==> config.mk <==
export PLATFORM = sky130hd
export DESIGN_NAME = tcp_tx_sched
export DESIGN_NICKNAME = d
export VERILOG_FILES = /design/src/rtl/tcp_tx_pkg.sv /design/src/rtl/tcp_tx_arb.sv /design/src/rtl/tcp_tx_sched.sv
export SDC_FILE = /design/constraint.sdc
export NUM_CORES = 1
export LEC_CHECK = 0
export BUFFER_PORTS_ARGS = -buffer_cell sky130_fd_sc_hd__clkbuf_2
export CORE_MARGIN = 8
export CORE_UTILIZATION = 45
export CTS_CLUSTER_DIAMETER = 200
export DETAILED_ROUTE_END_ITERATION = 16
export GPL_TIMING_DRIVEN = 0
export PLACE_DENSITY = 0.86
export SLEW_MARGIN = 40
export SYNTH_ARGS = -nofsm -noshare
export SYNTH_HDL_FRONTEND = slang
export SYNTH_HIERARCHICAL = 1
export SYNTH_SLANG_ARGS = --single-unit
==> constraint.sdc <==
create_clock -name clk -period 3.9 [get_ports clk]
set_input_delay 0.39 -clock clk [delete_from_list [all_inputs] [get_ports clk]]
set_output_delay 0.39 -clock clk [all_outputs]
set_load 0.02 [all_outputs]
==> src/rtl/tcp_tx_pkg.sv <==
// Shared constants and helpers for the TCP transmit scheduler.
// Optional starvation guard is enabled with TCP_TX_STARVE_GUARD_EN.
package tcp_tx_pkg;

   localparam logic [2:0] ST_IDLE      = 3'd0;
   localparam logic [2:0] ST_LOAD      = 3'd1;
   localparam logic [2:0] ST_KICK      = 3'd2;
   localparam logic [2:0] ST_WAIT_LOW  = 3'd3;
   localparam logic [2:0] ST_WAIT_HIGH = 3'd4;
   localparam logic [2:0] ST_GAP       = 3'd5;

   // Flag field layout {URG,ACK,PSH,RST,SYN,FIN}
   localparam int unsigned FLG_FIN_IDX = 0;
   localparam int unsigned FLG_SYN_IDX = 1;
   localparam logic [5:0]  FLG_ACK     = 6'b010000;
   localparam logic [5:0]  FLG_ACK_PSH = 6'b011000;

   typedef enum logic [1:0] {
      REQ_CTL = 2'd0,
      REQ_RTX = 2'd1,
      REQ_DAT = 2'd2
   } req_id_e;

   localparam logic [3:0] HEAD_LEN_TCP = 4'd5;

   // Cap a payload length and round down to a 4-byte multiple
   function automatic logic [15:0] clamp_len(input logic [15:0] len, input logic [15:0] max_len);
      logic [15:0] m;
      m = (len > max_len) ? max_len : len;
      return {m[15:2], 2'b00};
   endfunction

endpackage

==> src/rtl/tcp_tx_arb.sv <==
// Fixed-priority requester select (ctl > rtx > dat) with one-hot winner.
// TCP_TX_STARVE_GUARD_EN adds a skip counter that forces a dat win.
module tcp_tx_arb
   import tcp_tx_pkg::*;
#(
   parameter int unsigned MAX_SKIP = 4
) (
   input  logic       clk,
   input  logic       rst_n,
   input  logic       ctl_req,
   input  logic       rtx_req,
   input  logic       dat_req,
   input  logic       take,
   output logic [2:0] win_c
);

   logic starve_c;

`ifdef TCP_TX_STARVE_GUARD_EN
   localparam int unsigned SKIP_W = $clog2(MAX_SKIP + 1);

   logic [SKIP_W-1:0] skip_q, skip_d;

   assign starve_c = dat_req && (skip_q == SKIP_W'(MAX_SKIP));

   // Count arbitrations lost by a pending dat request
   always_comb begin
      skip_d = skip_q;
      if (!dat_req || (take && win_c[REQ_DAT])) begin
         skip_d = '0;
      end else if (take && (skip_q != SKIP_W'(MAX_SKIP))) begin
         skip_d = skip_q + SKIP_W'(1);
      end
   end

   always_ff @(posedge clk or negedge rst_n) begin
      if (!rst_n) begin
         skip_q <= '0;
      end else begin
         skip_q <= skip_d;
      end
   end
`else
   logic unused_c;
   assign unused_c = &{1'b0, clk, rst_n, take, 32'(MAX_SKIP)};
   assign starve_c = 1'b0;
`endif

   always_comb begin
      win_c = 3'b000;
      if (starve_c) begin
         win_c[REQ_DAT] = 1'b1;
      end else if (ctl_req) begin
         win_c[REQ_CTL] = 1'b1;
      end else if (rtx_req) begin
         win_c[REQ_RTX] = 1'b1;
      end else if (dat_req) begin
         win_c[REQ_DAT] = 1'b1;
      end
   end

endmodule

==> src/rtl/tcp_tx_sched.sv <==
// Arbitrates ctl/rtx/dat segments, drives the TCP sender and owns snd_nxt.
// Build with TCP_TX_STARVE_GUARD_EN to bound dat starvation.
module tcp_tx_sched
   import tcp_tx_pkg::*;
#(
   parameter logic [31:0] ISN            = 32'h0000_1000,
   parameter int unsigned MAX_LEN        = 1024,
   parameter int unsigned IFG_CYCLES     = 24,
   parameter logic [15:0] TIMEOUT_CYCLES = 16'd8000,
   parameter int unsigned MAX_SKIP       = 4
) (
   input  logic        clk,
   input  logic        rst_n,
   input  logic [31:0] src_ip,
   input  logic [31:0] des_ip,
   input  logic [15:0] src_port,
   input  logic [15:0] des_port,
   input  logic [15:0] tcp_window,
   input  logic [31:0] ack_num,
   input  logic        ctl_req,
   input  logic [5:0]  ctl_flags,
   output logic        ctl_gnt,
   output logic        ctl_done,
   input  logic        rtx_req,
   input  logic [31:0] rtx_seq,
   input  logic [15:0] rtx_len,
   output logic        rtx_gnt,
   output logic        rtx_done,
   input  logic        dat_req,
   input  logic [15:0] dat_len,
   output logic        dat_gnt,
   output logic        dat_done,
   output logic        task_o,       // "task" is a reserved word
   output logic [15:0] data_len,
   output logic [31:0] seq_num,
   output logic [31:0] ack_num_o,
   output logic [3:0]  head_len,
   output logic [5:0]  tcp_flags,
   input  logic        sender_valid,
   output logic        busy,
   output logic        tx_err,
   output logic [15:0] frame_cnt
);

   localparam int unsigned GAP_W = $clog2(IFG_CYCLES + 1);

   logic [2:0]       state_q, state_d;
   logic [2:0]       sel_q, sel_d;
   logic [2:0]       gnt_q, gnt_d;
   logic [2:0]       done_q, done_d;
   logic             task_q, task_d;
   logic             busy_q, busy_d;
   logic             err_q, err_d;
   logic             kick_q, kick_d;
   logic [15:0]      data_len_q, data_len_d;
   logic [31:0]      seq_q, seq_d;
   logic [31:0]      ack_q, ack_d;
   logic [5:0]       flags_q, flags_d;
   logic [15:0]      frame_cnt_q, frame_cnt_d;
   logic [31:0]      snd_nxt_q, snd_nxt_d;
   logic [15:0]      tmo_q, tmo_d;
   logic [GAP_W-1:0] gap_q, gap_d;
   logic [2:0]       win_c;
   logic             take_c;
   logic [15:0]      len_c;

   // Connection config goes straight to the sender; not used here
   logic unused_c;
   assign unused_c = &{1'b0, src_ip, des_ip, src_port, des_port, tcp_window};

   assign take_c = (state_q == ST_IDLE) && (ctl_req || rtx_req || dat_req) && sender_valid;

   tcp_tx_arb #(.MAX_SKIP(MAX_SKIP)) u_arb (
      .clk     (clk),
      .rst_n   (rst_n),
      .ctl_req (ctl_req),
      .rtx_req (rtx_req),
      .dat_req (dat_req),
      .take    (take_c),
      .win_c   (win_c)
   );

   always_comb begin
      state_d     = state_q;
      sel_d       = sel_q;
      gnt_d       = 3'b000;
      done_d      = 3'b000;
      err_d       = 1'b0;
      kick_d      = kick_q;
      data_len_d  = data_len_q;
      seq_d       = seq_q;
      ack_d       = ack_q;
      flags_d     = flags_q;
      frame_cnt_d = frame_cnt_q;
      snd_nxt_d   = snd_nxt_q;
      tmo_d       = tmo_q;
      gap_d       = gap_q;
      len_c       = win_c[REQ_RTX] ? clamp_len(rtx_len, 16'(MAX_LEN))
                                   : clamp_len(dat_len, 16'(MAX_LEN));

      case (state_q)
         ST_IDLE: begin
            if (take_c) begin
               state_d = ST_LOAD;
               sel_d   = win_c;
               gnt_d   = win_c;
               ack_d   = ack_num;
               if (win_c[REQ_CTL]) begin
                  data_len_d = 16'd0;
                  seq_d      = snd_nxt_q;
                  flags_d    = ctl_flags;
               end else begin
                  data_len_d = len_c;
                  seq_d      = win_c[REQ_RTX] ? rtx_seq : snd_nxt_q;
                  flags_d    = (len_c == 16'd0) ? FLG_ACK : FLG_ACK_PSH;
               end
            end
         end
         ST_LOAD: begin
            state_d = ST_KICK;
            kick_d  = 1'b0;
         end
         ST_KICK: begin
            if (kick_q) begin
               state_d = ST_WAIT_LOW;
               tmo_d   = 16'd0;
            end else begin
               kick_d = 1'b1;
            end
         end
         ST_WAIT_LOW, ST_WAIT_HIGH: begin
            tmo_d = tmo_q + 16'd1;
            if ((state_q == ST_WAIT_HIGH) && sender_valid) begin
               state_d     = ST_GAP;
               gap_d       = '0;
               done_d      = sel_q;
               frame_cnt_d = frame_cnt_q + 16'd1;
               // Retransmissions resend old sequence space
               if (!sel_q[REQ_RTX]) begin
                  snd_nxt_d = snd_nxt_q + 32'(data_len_q)
                              + 32'(flags_q[FLG_SYN_IDX]) + 32'(flags_q[FLG_FIN_IDX]);
               end
            end else if (tmo_q == (TIMEOUT_CYCLES - 16'd1)) begin
               state_d = ST_GAP;
               gap_d   = '0;
               done_d  = sel_q;
               err_d   = 1'b1;
            end else if ((state_q == ST_WAIT_LOW) && !sender_valid) begin
               state_d = ST_WAIT_HIGH;
            end
         end
         ST_GAP: begin
            if (gap_q == GAP_W'(IFG_CYCLES - 1)) begin
               state_d = ST_IDLE;
            end else begin
               gap_d = gap_q + GAP_W'(1);
            end
         end
         default: state_d = ST_IDLE;
      endcase

      task_d = (state_d == ST_KICK);
      busy_d = (state_d != ST_IDLE);
   end

   always_ff @(posedge clk or negedge rst_n) begin
      if (!rst_n) begin
         state_q     <= ST_IDLE;
         sel_q       <= 3'b000;
         gnt_q       <= 3'b000;
         done_q      <= 3'b000;
         task_q      <= 1'b0;
         busy_q      <= 1'b0;
         err_q       <= 1'b0;
         kick_q      <= 1'b0;
         data_len_q  <= '0;
         seq_q       <= '0;
         ack_q       <= '0;
         flags_q     <= '0;
         frame_cnt_q <= '0;
         snd_nxt_q   <= ISN;
         tmo_q       <= '0;
         gap_q       <= '0;
      end else begin
         state_q     <= state_d;
         sel_q       <= sel_d;
         gnt_q       <= gnt_d;
         done_q      <= done_d;
         task_q      <= task_d;
         busy_q      <= busy_d;
         err_q       <= err_d;
         kick_q      <= kick_d;
         data_len_q  <= data_len_d;
         seq_q       <= seq_d;
         ack_q       <= ack_d;
         flags_q     <= flags_d;
         frame_cnt_q <= frame_cnt_d;
         snd_nxt_q   <= snd_nxt_d;
         tmo_q       <= tmo_d;
         gap_q       <= gap_d;
      end
   end

   assign ctl_gnt   = gnt_q[REQ_CTL];
   assign rtx_gnt   = gnt_q[REQ_RTX];
   assign dat_gnt   = gnt_q[REQ_DAT];
   assign ctl_done  = done_q[REQ_CTL];
   assign rtx_done  = done_q[REQ_RTX];
   assign dat_done  = done_q[REQ_DAT];
   assign task_o    = task_q;
   assign data_len  = data_len_q;
   assign seq_num   = seq_q;
   assign ack_num_o = ack_q;
   assign head_len  = HEAD_LEN_TCP;
   assign tcp_flags = flags_q;
   assign busy      = busy_q;
   assign tx_err    = err_q;
   assign frame_cnt = frame_cnt_q;

endmodule

# Word level (Yosys, flattened, before mapping)

Cells that the tools add are included.
Widths: inputs -> output; s select.

Output and inout bits: 115
Flip-flop bits (word level): 171
Word-level logic and storage cells: 90

Eq/ne operators: 11
Reductions and logical operators: 19
Add/subtract/negate cells: 6
Bitwise gates (word level): 1
$lt $le $gt $ge: 2
Mux-type cells: 35

Operator list:

| operator              | number |
|---|---|
| $mux 16               | 5 |
| $add 32x1->32         | 2 |
| $mux 32               | 2 |
| $mux 3                | 11 |
| $add 16x1->16 const B | 2 |
| $add 32x16->32        | 1 |
| $gt 16x11->1 const B  | 2 |
| $pmux 16 s2           | 1 |
| $eq 16x13->1 const B  | 1 |
| $logic_not 16->1      | 1 |
| $mux 5                | 3 |
| $pmux 3 s5            | 1 |
| $pmux 5 s2            | 1 |
| $eq 3x2->1 const B    | 3 |
| $mux 1                | 7 |
| $eq 3x3->1 const B    | 2 |
| $mux 6                | 1 |
| $reduce_and 2->1      | 3 |
| $reduce_and 3->1      | 2 |
| $reduce_bool 2->1     | 3 |
| $add 5x1->5 const B   | 1 |
| $eq 5x5->1 const B    | 1 |
| $logic_and 1x1->1     | 4 |
| $mux 4                | 1 |
| 11 further kinds      | 13 |

# Depth between registers and ports, before layout

Gate-level depths: netlist of the first run.

Depth in word-level cells: 7
Mapped depth: 9
Gate-level depth less buffers: 8

# Hierarchy

The synthesis of the first run kept the hierarchy.

By module, submodules not included:

| module       | area each (µm²) | cells an instance | instances |
|---|---|---|---|
| tcp_tx_sched | 8,003.9         | 843               | 1 |
| tcp_tx_arb   | 26.3            | 3                 | 1 |

# Worst setup path after synthesis of the first run

OpenSTA, ideal clock, no wires.

Path kind: register to register
Start: register flags_q[0] (netlist: tcp_flags[0])
End: register snd_nxt_q[16]
Stages on the path, launching flop included: 9
Path buffers: 0
Library setup time: 0.081 ns
Data arrival time: 2.562 ns
Required time: 3.819 ns
Path slack: 1.257 ns
Cells stage by stage: dfrtp_1 -> fa_1 -> ha_1 -> a21oi_1 -> o211ai_1 -> a2111oi_0 -> nor2_1 -> o311ai_0 -> xnor2_1

Longest elaborated chain between the ends: 1

Ends and longest elaborated chain:

| element                | line                | text |
|---|---|---|
| start, declared        | tcp_tx_sched.sv:58  | `logic [5:0] flags_q, flags_d;` |
| start signal, assigned | tcp_tx_sched.sv:196 | `flags_q <= flags_d;` |
| $add 32x1->32          | tcp_tx_sched.sv:141 | `+ 32'(flags_q[FLG_SYN_IDX]) + 32'(flags_q[FLG_FIN_IDX]);` |
| end signal, assigned   | tcp_tx_sched.sv:198 | `snd_nxt_q <= snd_nxt_d;` |
| end, declared          | tcp_tx_sched.sv:60  | `logic [31:0] snd_nxt_q, snd_nxt_d;` |

No other way between the ends.
A chain may end at the register's enable or synchronous reset.

# Worst setup path after layout of the first run

Ends and elaborated chain as after synthesis.

==> results of run 1 <==
==> Yosys cell counts (all sizes together) (5+ instances only) <==
cell	n	share of area, %
buf	10	0.84
xor2	20	2.2
a21oi	30	1.9
nand4	14	1.1
nor4	9	0.78
a22oi	11	1.0
nand3	36	2.2
inv	12	0.56
ha	18	2.8
mux2i	37	4.6
nor3	18	1.1
or3	5	0.39
nand2	220	10
and2	12	0.93
o21ai	79	4.9
dfrtp	168	52
clkbuf	29	1.5
nor2	33	1.5
xnor2	23	2.5
and3	10	0.79
==> area by class of cell <==
type                            count  area share, %
Inverter                           12         0.4482
Tap cell                          229          2.851
Buffer                             39          1.855
Sequential cell                   169          42.09
Clock buffer                       20          4.644
Clock inverter                     12         0.8964
Timing Repair Buffer              219          11.49
Multi-Input combinational cell    630          35.72
==> metal layers <==
layer  vias to the layer above  routed length, um  part of all wire [%]
met2                       287              10840                    48
li1                       3399                  -                     -
met3                        44               1638                   7.2
met1                      3399               9754                    43
met4                         0                540                   2.4
met5                         -                  0                     0
==> worst paths after layout <==
check                                end  slack, ns  cells after the start
max                        snd_nxt_q[16]       0.91                      8
min                        ack_num_o[22]       0.15                      3
max reg2reg                snd_nxt_q[16]       0.91                      8
min reg2reg                 tcp_flags[2]       0.47                      2
max in group asynchronous  snd_nxt_q[12]       2.73                      3
min in group asynchronous       tmo_q[5]       0.47                      2
==> logic make-up after synthesis <==
family / after synthesis
AND/OR/NAND/NOR: 378
flip-flops: 169
AO/OA/AOI/OAI: 146
buffers and inverters: 51
XOR/XNOR: 43
multiplexers: 38
adder cells (fa/ha/maj): 19
other: 2
==> layout by cell type, fill, tap and decap left out, drive strengths merged, types with 2 or more instances in the layout <==
master    count
ha           18
o21a          2
a22oi        11
a21o          3
clkinvlp      3
o211ai        2
and2         12
nand3        36
or4           4
o21ai        79
or3           5
a22o          2
o311ai        2
nand4        14
nand2       220
mux2i        37
conb          6
nor3b         3
nor2b         4
xor2         20
a21oi        30
nor4          9
nand4b        2
and3         10
buf          12
clkbuf      265
xnor2        23
o31ai         3
clkinv        4
nor3         18
o2111ai       2
dfrtp       168
a31oi         4
nor2         33
inv          17
==> state kept, by name (all words and copies together), names as in the netlist, 5 cells and up <==
name / flops
tcp_flags: 6
seq_num: 32
data_len: 14
snd_nxt_q: 32
frame_cnt: 16
gap_q: 5
ack_num_o: 32
tmo_q: 16
==> metrics by stage <==
stage / setup TNS (ns) / setup WS, ns / power (mW)
global placement: -90.97 / -0.5522 / 4.282
global route: 0 / 0.6031 / 6.265
floorplan: 0 / 1.257 / 3.585
detailed placement: 0 / 0.6828 / 4.359
finish: 0 / 0.9077 / 5.918
CTS: 0 / 0.8714 / 5.963
==> where the power goes <==
group	internal, mW	total [mW]	leakage (nW)	switching, mW
logic	0.610	1.89	2.55	1.28
registers	2.16	2.44	2.25	0.281
clock network	0.873	1.59	0.270	0.720
total	3.64	5.92	5.08	2.28
==> tightest hold or removal path, cell delays in order <==
cell and delay [ns]:
clkbuf_2 0.08, nand2_1 0.04, nand2_1 0.04
==> results.sh, run 1 <==
export IMPL_outcome="finished, final reports clean"
export IMPL_antenna_cells=0
export IMPL_synth_edf_count=0
export IMPL_fin_crit_sh_pct=76.73
export IMPL_synth_adder_area_share_pct=3.054
export IMPL_via_count=7129
export IMPL_drv_cap=0
export IMPL_fin_cells=1330
export IMPL_synthFlopType="dfrtp_1"
export IMPL_grt_busiest_layer="met2"
export IMPL_io_pins=335
export IMPL_final_util_pct=56.72
export IMPL_powerDensity_nw_per_um2=588.8
export IMPL_hold_viol_final=0
export IMPL_track_usage_pct=20.63
export IMPL_path_class="reg2reg"
export IMPL_synth_area_um2=8030
export IMPL_cp_arrival_ns=3.34
export IMPL_worstHoldPathType="in2reg"
export IMPL_met1_usage_pct=25.93
export IMPL_post_cts_buffers=0
export IMPL_met3_usage_pct=4.989
export IMPL_timing_critical_path_from="tcp_flags[0]"
export IMPL_rsz0062_at_grt="no"
export IMPL_postCtsResizedCells=0
export IMPL_path_cells="fa_1 -> ha_1 -> a21oi_1 -> o211ai_1 -> a2111oi_1 -> nor2_1 -> o311ai_0 -> xnor2_1"
export IMPL_drt_vias_per_instance=5.360
export IMPL_fin_crit_ns=2.992
export IMPL_cts_hold_buf=1
export IMPL_dr_pass1_iters=5
export IMPL_synth_cells=846
export IMPL_wl_per_cell_um=17.12
export IMPL_cts_sinks=169
export IMPL_grt_util_met2_pct=34.01
export IMPL_async_flop_share_pct=100.0
export IMPL_seqCellArea_um2=4230
export IMPL_fmax_ghz=0.3342
export IMPL_start_kind="flip-flop"
export IMPL_setup_violations=0
export IMPL_clockBufferDepth=2
export IMPL_ys_seq_area_share_pct=52.68
export IMPL_path_max_fanout=3
export IMPL_path_buf_inv=0
export IMPL_worstPathRequired_ns=4.25
export IMPL_whs_ns=0.1515
export IMPL_numCtsBuffers=17
export IMPL_crit_family="compound AO/OA/AOI/OAI gates"
export IMPL_place_congestion=0.8875
export IMPL_grt_pass1_wl_um=36550
export IMPL_drive_above_1_share_pct=24.80
export IMPL_ant_nets=0
export IMPL_drtIter0Drc=413
export IMPL_clk_pin_slew_ns=0.07
export IMPL_clk_latency_ns=0.42
export IMPL_synthSimpleGateAreaFrac_pct=21.30
export IMPL_fill_cells=1537
export IMPL_synthXorXnorAreaFrac_pct=4.690
export IMPL_synthMuxAreaShare_pct=4.752
export IMPL_initial_core_util_pct=45.32
export IMPL_rows=49
export IMPL_port_buffers=216
export IMPL_critical_path_slowest_cell="a2111oi_1"
export IMPL_syn_to_final_growth_pct=25.15
export IMPL_worst_pin_slew_ns=0.8143
export IMPL_avgSynthCellArea_um2=9.492
export IMPL_die_w_um=149.6
export IMPL_synth_top_family_by_area="simple AND/OR/NAND/NOR gates"
export IMPL_synth_compound_area_share_pct=10.55
export IMPL_cts_tree="done"
export IMPL_drc=0
export IMPL_cp_end_kind="flip-flop"
export IMPL_place_area_um2=9483
export IMPL_finClkSkew_ns=0.006927
export IMPL_synth_distinct_cells=58
export IMPL_dieHeight_um=149.6
export IMPL_dp_cells=1297
export IMPL_antenna_found_initial=0
export IMPL_critPathMaxStageDelay_ns=0.67
export IMPL_r2r_start="tcp_flags[0]"
export IMPL_die_area_um2=22380
export IMPL_relSlewSlack_pct=45.71
export IMPL_min_from="ack_num[22]"
export IMPL_ys_warnings_count=6
export IMPL_nNetsFinal=1327
export IMPL_root_buffer="clkbuf_16"
export IMPL_hpwl_um=17090
export IMPL_design_area_um2=10050
export IMPL_htreeDepth=4
export IMPL_grt_max_degree=68
export IMPL_coreArea_um2=17720
export IMPL_ys_ff_latch=169
export IMPL_ir_worst_vdd_v=0.0004003
export IMPL_grt_pass1_vias=7140
export IMPL_maxSlewViolCount=0
export IMPL_grt_ovfl_total=0
export IMPL_multi_input_area_um2=3590
export IMPL_p_leak_nw=5.075
export IMPL_wirelength_um=22770
No activity file was read; power rests on OpenSTA's default activity.
==> run 2: changes to the inputs <==
ABC_AREA = 1   (was not set)
PLACE_DENSITY = 0.87   (was 0.86)
clock period = 2.65 ns   (was 3.9 ns; I/O delays follow)
==> run 2 against run 1 <==
  * Clock skew up 0.0016 ns
  * Synthesized cell count up 30%
  * Sequential power up 52%
  * Combinational power up 78%
  * Final cell count up 22%
  * Count of clock-buffer cells in the layout up 1
  * Critical endpoint is now snd_nxt_q[31]
  * Largest power group unchanged
==> results.sh, run 2 <==
export IMPL_synth_area_um2=8691
export IMPL_worst_pin_slew_ns=0.6927
export IMPL_synthFlopType="dfrtp_1"
export IMPL_path_cells="ha_1 -> nand2_1 -> o21ai_0 -> nand2_1 -> o211ai_1 -> nand3_1 -> o211ai_1 -> nand3_1 -> nand2_1 -> nand2_1"
export IMPL_fill_cells=1660
export IMPL_crit_family="compound AO/OA/AOI/OAI gates"
export IMPL_drive_above_1_share_pct=21.15
export IMPL_grt_pass1_vias=8269
export IMPL_worstHoldPathType="in2reg"
export IMPL_rr_worst_depth=10
export IMPL_grt_ovfl_total=0
export IMPL_track_usage_pct=21.68
export IMPL_syn_to_final_growth_pct=24.79
export IMPL_dieHeight_um=155.0
export IMPL_dp_cells=1589
export IMPL_rsz0062_at_grt="no"
export IMPL_worstPathRequired_ns=2.96
export IMPL_path_max_fanout=6
export IMPL_synth_most_common_cell="nand2_1"
export IMPL_antenna_found_initial=1
export IMPL_finClkSkew_ns=0.008484
export IMPL_coreArea_um2=19210
export IMPL_drt_vias_per_instance=5.117
export IMPL_whs_ns=0.03625
export IMPL_root_buffer="clkbuf_16"
export IMPL_mostFrequentLayoutCells="nand2_1 (346), clkbuf_2 (215), dfrtp_1 (168)"
export IMPL_avgSynthCellArea_um2=7.894
export IMPL_hold_path_cell_count=3
export IMPL_rows=51
export IMPL_via_count=8305
export IMPL_critPathMaxStageDelay_ns=0.44
export IMPL_clk_pin_slew_ns=0.06
export IMPL_wl_per_cell_um=16.04
export IMPL_dr_pass1_iters=5
export IMPL_hpwl_um=20210
export IMPL_fin_crit_sh_pct=93.44
export IMPL_path_buf_inv=0
export IMPL_clockBufferDepth=2
export IMPL_synth_top_area_share_pct=48.37
export IMPL_setup_violations=0
export IMPL_port_buffers=216
export IMPL_postCtsResizedCells=0
export IMPL_place_congestion=0.9206
export IMPL_ir_worst_vdd_v=0.0004117
export IMPL_worst_slack_ns=0.1739
export IMPL_grt_max_degree=60
export IMPL_critical_path_slowest_cell="dfrtp_1"
export IMPL_netlist_top_cell_by_area="dfrtp_1"
export IMPL_ys_ff_latch=169
export IMPL_ys_seq_area_share_pct=48.68
export IMPL_dp_slack_ns=0.2717
export IMPL_p_leak_nw=5.649
export IMPL_fin_crit_ns=2.476
export IMPL_drtIter0Drc=707
export IMPL_drv_cap=0
export IMPL_min_from="ack_num[24]"
export IMPL_cp_arrival_ns=2.79
export IMPL_final_common_cell="nand2_1"
export IMPL_initial_core_util_pct=45.25
export IMPL_crit_top_cell="nand2_1"
export IMPL_htreeDepth=4
export IMPL_die_w_um=155.0
export IMPL_rr_endpoint="snd_nxt_q[31]"
export IMPL_synthTopCellsByArea="dfrtp_1 (48%), nand2_1 (15%), nor2_1 (4.8%)"
export IMPL_async_flop_share_pct=100.0
export IMPL_r2r_start="data_len[2]"
export IMPL_ff2ff_setup_slack_ns=0.17
export IMPL_cts_tree="done"
export IMPL_maxSlewViolCount=0
export IMPL_synth_distinct_cells=48
export IMPL_drc=0
export IMPL_fmax_ghz=0.4039
export IMPL_start_kind="flip-flop"
export IMPL_design_area_um2=10850
export IMPL_place_area_um2=10200
export IMPL_io_pins=335
export IMPL_nNetsFinal=1583
export IMPL_cp_end_kind="flip-flop"
export IMPL_numCtsBuffers=17
export IMPL_die_area_um2=24020
export IMPL_clk_latency_ns=0.42
export IMPL_hold_viol_final=0
export IMPL_synth_edf_count=0
export IMPL_ys_top_cells_by_count="nand2_1 (346), dfrtp_1 (168), nor2_1 (112), inv_1 (106), o21ai_0 (83)"
export IMPL_synth_cells=1101
export IMPL_hold_end="ack_num_o[24]"
export IMPL_grt_pass1_wl_um=41390
export IMPL_cts_sinks=169
export IMPL_wirelength_um=26030
export IMPL_post_cts_buffers=0
export IMPL_ant_nets=0
export IMPL_ys_warnings_count=6
export IMPL_path_class="reg2reg"
export IMPL_fin_cells=1623
export IMPL_powerDensity_nw_per_um2=896.8
export IMPL_relSlewSlack_pct=53.82
export IMPL_outcome="finished, final reports clean"
## run 2: cells by family (layout without fill, tap and decap cells)
kind of cell / after synthesis / in the layout / share of synthesized area, %
other cells: 2 / 7 / 0.08641
fa+ha+maj: 19 / 19 / 2.822
simple gates: 570 / 570 / 27.61
buf+inv: 149 / 401 / 6.838
compound gates: 157 / 157 / 10.44
xor+xnor: 35 / 35 / 3.527
flops: 169 / 169 / 48.68
## run 2: worst min-delay path, delay by kind of cell
family,cells,cell delay [ns]
AND/OR/NAND/NOR,2,0.08
buffers and inverters,1,0.07
## run 2: power breakdown
| group | switching [mW] | internal (mW) | total (mW) |
|---|---|---|---|
| clock network | 1.02 | 1.63 | 2.65 |
| registers | 0.453 | 3.26 | 3.72 |
| logic | 2.29 | 1.07 | 3.36 |
## run 2: worst max path at each step
stage / to / from / slack (ns) / cells after the start
5_1_grt: snd_nxt_q[28] / tcp_flags[0] / 0.03 / 13
6_report: snd_nxt_q[31] / data_len[2] / 0.17 / 10
3_3_place_gp: seq_num[17] / rst_n / -1.66 / 1
2_1_floorplan: snd_nxt_q[14] / tcp_flags[0] / 0.50 / 11
4_1_cts: snd_nxt_q[14] / tcp_flags[0] / 0.26 / 11
3_5_place_dp: snd_nxt_q[14] / tcp_flags[0] / 0.27 / 11
## run 2: repair_timing
item / CTS / global route
hold endpoints to repair: 22 / 0
setup endpoints to repair: 0 / 0
hold buffers: 1 / 0
## run 2: layout make-up
cell class                 count  area (um^2)  area share (%)
clock buffer                  21        460.4           4.246
buffer                        39        181.4           1.673
inverter                     110        412.9           3.807
timing repair buffer         220         1175           10.83
clock inverter                11        170.2           1.569
sequential                   169         4230           39.01
multi-input combinational    787         3881           35.79
antenna                        1        2.502         0.02307
tap                          265        331.6           3.057
## run 2: routing by layer
metal / up-vias / GRT usage (%) / wire length, um
li1: 4014 / - / -
met1: 3918 / 24.93 / 10160
met2: 313 / 38.29 / 13410
met3: 60 / 3.828 / 1584
met4: 0 / 10.78 / 881
met5: - / 0 / 0
## run 2: through the flow
stage	setup TNS (ns)	total power [mW]	utilization (%)
final	0	9.726	56.47
after global placement	-278.22	6.939	52.68
after detailed placement	0	7.096	53.12
after CTS	0	9.787	56.45
after global routing	0	10.31	56.47
after floorplan	0	5.720	-
==> run 3: changes to the inputs <==
SETUP_SLACK_MARGIN = 0.2   (was not set)
==> run 3 against run 2 <==
  * Flip-flop and latch count did not move
  * Maximum frequency rose by 6.0%
  * Final area rose by 0.10%
  * Sequential share of layout area barely moved
  * Largest cell class unchanged
==> results.sh, run 3 (synthesized netlist as in run 2, its figures left out) <==
export IMPL_grt_pass1_wl_um=41390
export IMPL_clockBufferDepth=2
export IMPL_min_from="ack_num[24]"
export IMPL_path_buf_inv=0
export IMPL_worstPathRequired_ns=2.96
export IMPL_finClkSkew_ns=0.009957
export IMPL_dp_cells=1589
export IMPL_dr_pass1_iters=5
export IMPL_syn_to_final_growth_pct=24.92
export IMPL_port_buffers=216
export IMPL_fin_cells=1623
export IMPL_nNetsFinal=1583
export IMPL_via_count=8333
export IMPL_fmax_ghz=0.4283
export IMPL_drv_cap=0
export IMPL_post_cts_buffers=0
export IMPL_fin_crit_ns=2.335
export IMPL_grt_ovfl_total=0
export IMPL_critical_path_slowest_cell="dfrtp_1"
export IMPL_drt_vias_per_instance=5.134
export IMPL_drtIter0Drc=787
export IMPL_worst_pin_slew_ns=0.6316
export IMPL_cp_arrival_ns=2.64
export IMPL_powerDensity_nw_per_um2=896.8
export IMPL_cp_end_kind="flip-flop"
export IMPL_track_usage_pct=21.68
export IMPL_initial_core_util_pct=45.25
export IMPL_numCtsBuffers=17
export IMPL_die_area_um2=24020
export IMPL_ir_worst_vdd_v=0.0004127
export IMPL_root_buffer="clkbuf_16"
export IMPL_coreArea_um2=19210
export IMPL_whs_ns=0.03736
export IMPL_timing_critical_path_from="tcp_flags[0]"
export IMPL_maxSlewViolCount=0
export IMPL_relSlewSlack_pct=57.74
export IMPL_mostFrequentLayoutCells="nand2_1 (346), clkbuf_2 (217), dfrtp_1 (168)"
export IMPL_crit_family="simple AND/OR/NAND/NOR gates"
export IMPL_wirelength_um=26040
export IMPL_dp_slack_ns=0.2717
export IMPL_worst_slack_ns=0.3150
export IMPL_clk_pin_slew_ns=0.06
export IMPL_cts_sinks=169
export IMPL_worstHoldPathType="in2reg"
export IMPL_crit_top_cell="nand2_1"
export IMPL_clk_latency_ns=0.42
export IMPL_die_w_um=155.0
export IMPL_ant_nets=0
export IMPL_path_cells="fa_2 -> ha_1 -> nand2_1 -> a31oi_2 -> nand2_1 -> nand2_1 -> nand2_1 -> nand2_1 -> nand2_1 -> nor2_1 -> nand2_1 -> nand2_1 -> nand2_1"
export IMPL_grt_max_degree=60
export IMPL_hpwl_um=20210
export IMPL_antenna_found_initial=1
export IMPL_rows=51
export IMPL_outcome="finished, final reports clean"
export IMPL_dieHeight_um=155.0
export IMPL_place_congestion=0.9206
export IMPL_fin_crit_sh_pct=88.11
export IMPL_start_kind="flip-flop"
export IMPL_setup_violations=0
export IMPL_cts_tree="done"
export IMPL_path_class="reg2reg"
export IMPL_grt_pass1_vias=8269
export IMPL_htreeDepth=4
export IMPL_rsz0062_at_grt="yes"
export IMPL_path_max_fanout=4
export IMPL_io_pins=335
export IMPL_p_leak_nw=5.655
export IMPL_drc=0
export IMPL_critPathMaxStageDelay_ns=0.47
export IMPL_r2r_start="tcp_flags[0]"
export IMPL_drive_above_1_share_pct=21.44
export IMPL_final_common_cell="nand2_1"
export IMPL_hold_viol_final=0
export IMPL_wl_per_cell_um=16.04
==> run 3: cell type report <==
| cell class | count | area, um^2 |
|---|---|---|
| fillers | 1658 | 8351 |
| multi-input cells | 787 | 3890 |
| flip-flops and latches | 169 | 4230 |
| inverters | 110 | 412.9 |
| well taps | 265 | 331.6 |
| clock buffers | 21 | 460.4 |
| diodes | 1 | 2.502 |
| plain buffers | 39 | 183.9 |
| repair buffers | 220 | 1175 |
| clock inverters | 11 | 170.2 |
==> run 3: worst paths after layout <==
check | endpoint | slack, ns | depth (start not counted)
hold / removal | ack_num_o[24] | 0.04 | 3
min in group asynchronous | gap_q[4] | 0.29 | 2
setup / recovery | snd_nxt_q[28] | 0.32 | 13
setup reg to reg | snd_nxt_q[28] | 0.32 | 13
hold reg to reg | snd_nxt_q[26] | 0.47 | 2
max in group asynchronous | snd_nxt_q[12] | 1.52 | 4
==> run 3: where the power goes <==
part	total (mW)	internal (mW)	switching, mW
Clock	2.65	1.63	1.02
Sequential	3.72	3.26	0.456
Combinational	3.37	1.08	2.29
Total	9.74	5.97	3.76
==> run 3: repair_timing <==
item	CTS	global route
hold buffers	1	0
resized for setup	0	5
endpoints found under the hold margin	22	0
endpoints found under the setup margin	0	26
==> run 3: tightest hold or removal path: cells and delay by family <==
kind / cells / cell delay, ns
buffers and inverters: 1 / 0.07
AND/OR/NAND/NOR: 2 / 0.08
==> run 3: per-layer routing <==
metal	track usage [%]	up-vias	wire [um]
li1	-	4016	-
met1	24.93	3936	10080
met2	38.29	310	13390
met3	3.828	71	1591
met4	10.78	0	969
met5	0	-	0
==> run 3: stage by stage <==
stage / area [um^2] / power [mW] / setup TNS (ns) / utilization (%)
after floorplan: 8706 / 5.720 / 0 / -
after global placement: 10120 / 6.939 / -278.22 / 52.68
after detailed placement: 10200 / 7.096 / 0 / 53.12
after CTS: 10840 / 9.787 / 0 / 56.45
after global routing: 10860 / 10.32 / 0 / 56.52
final: 10860 / 9.737 / 0 / 56.52
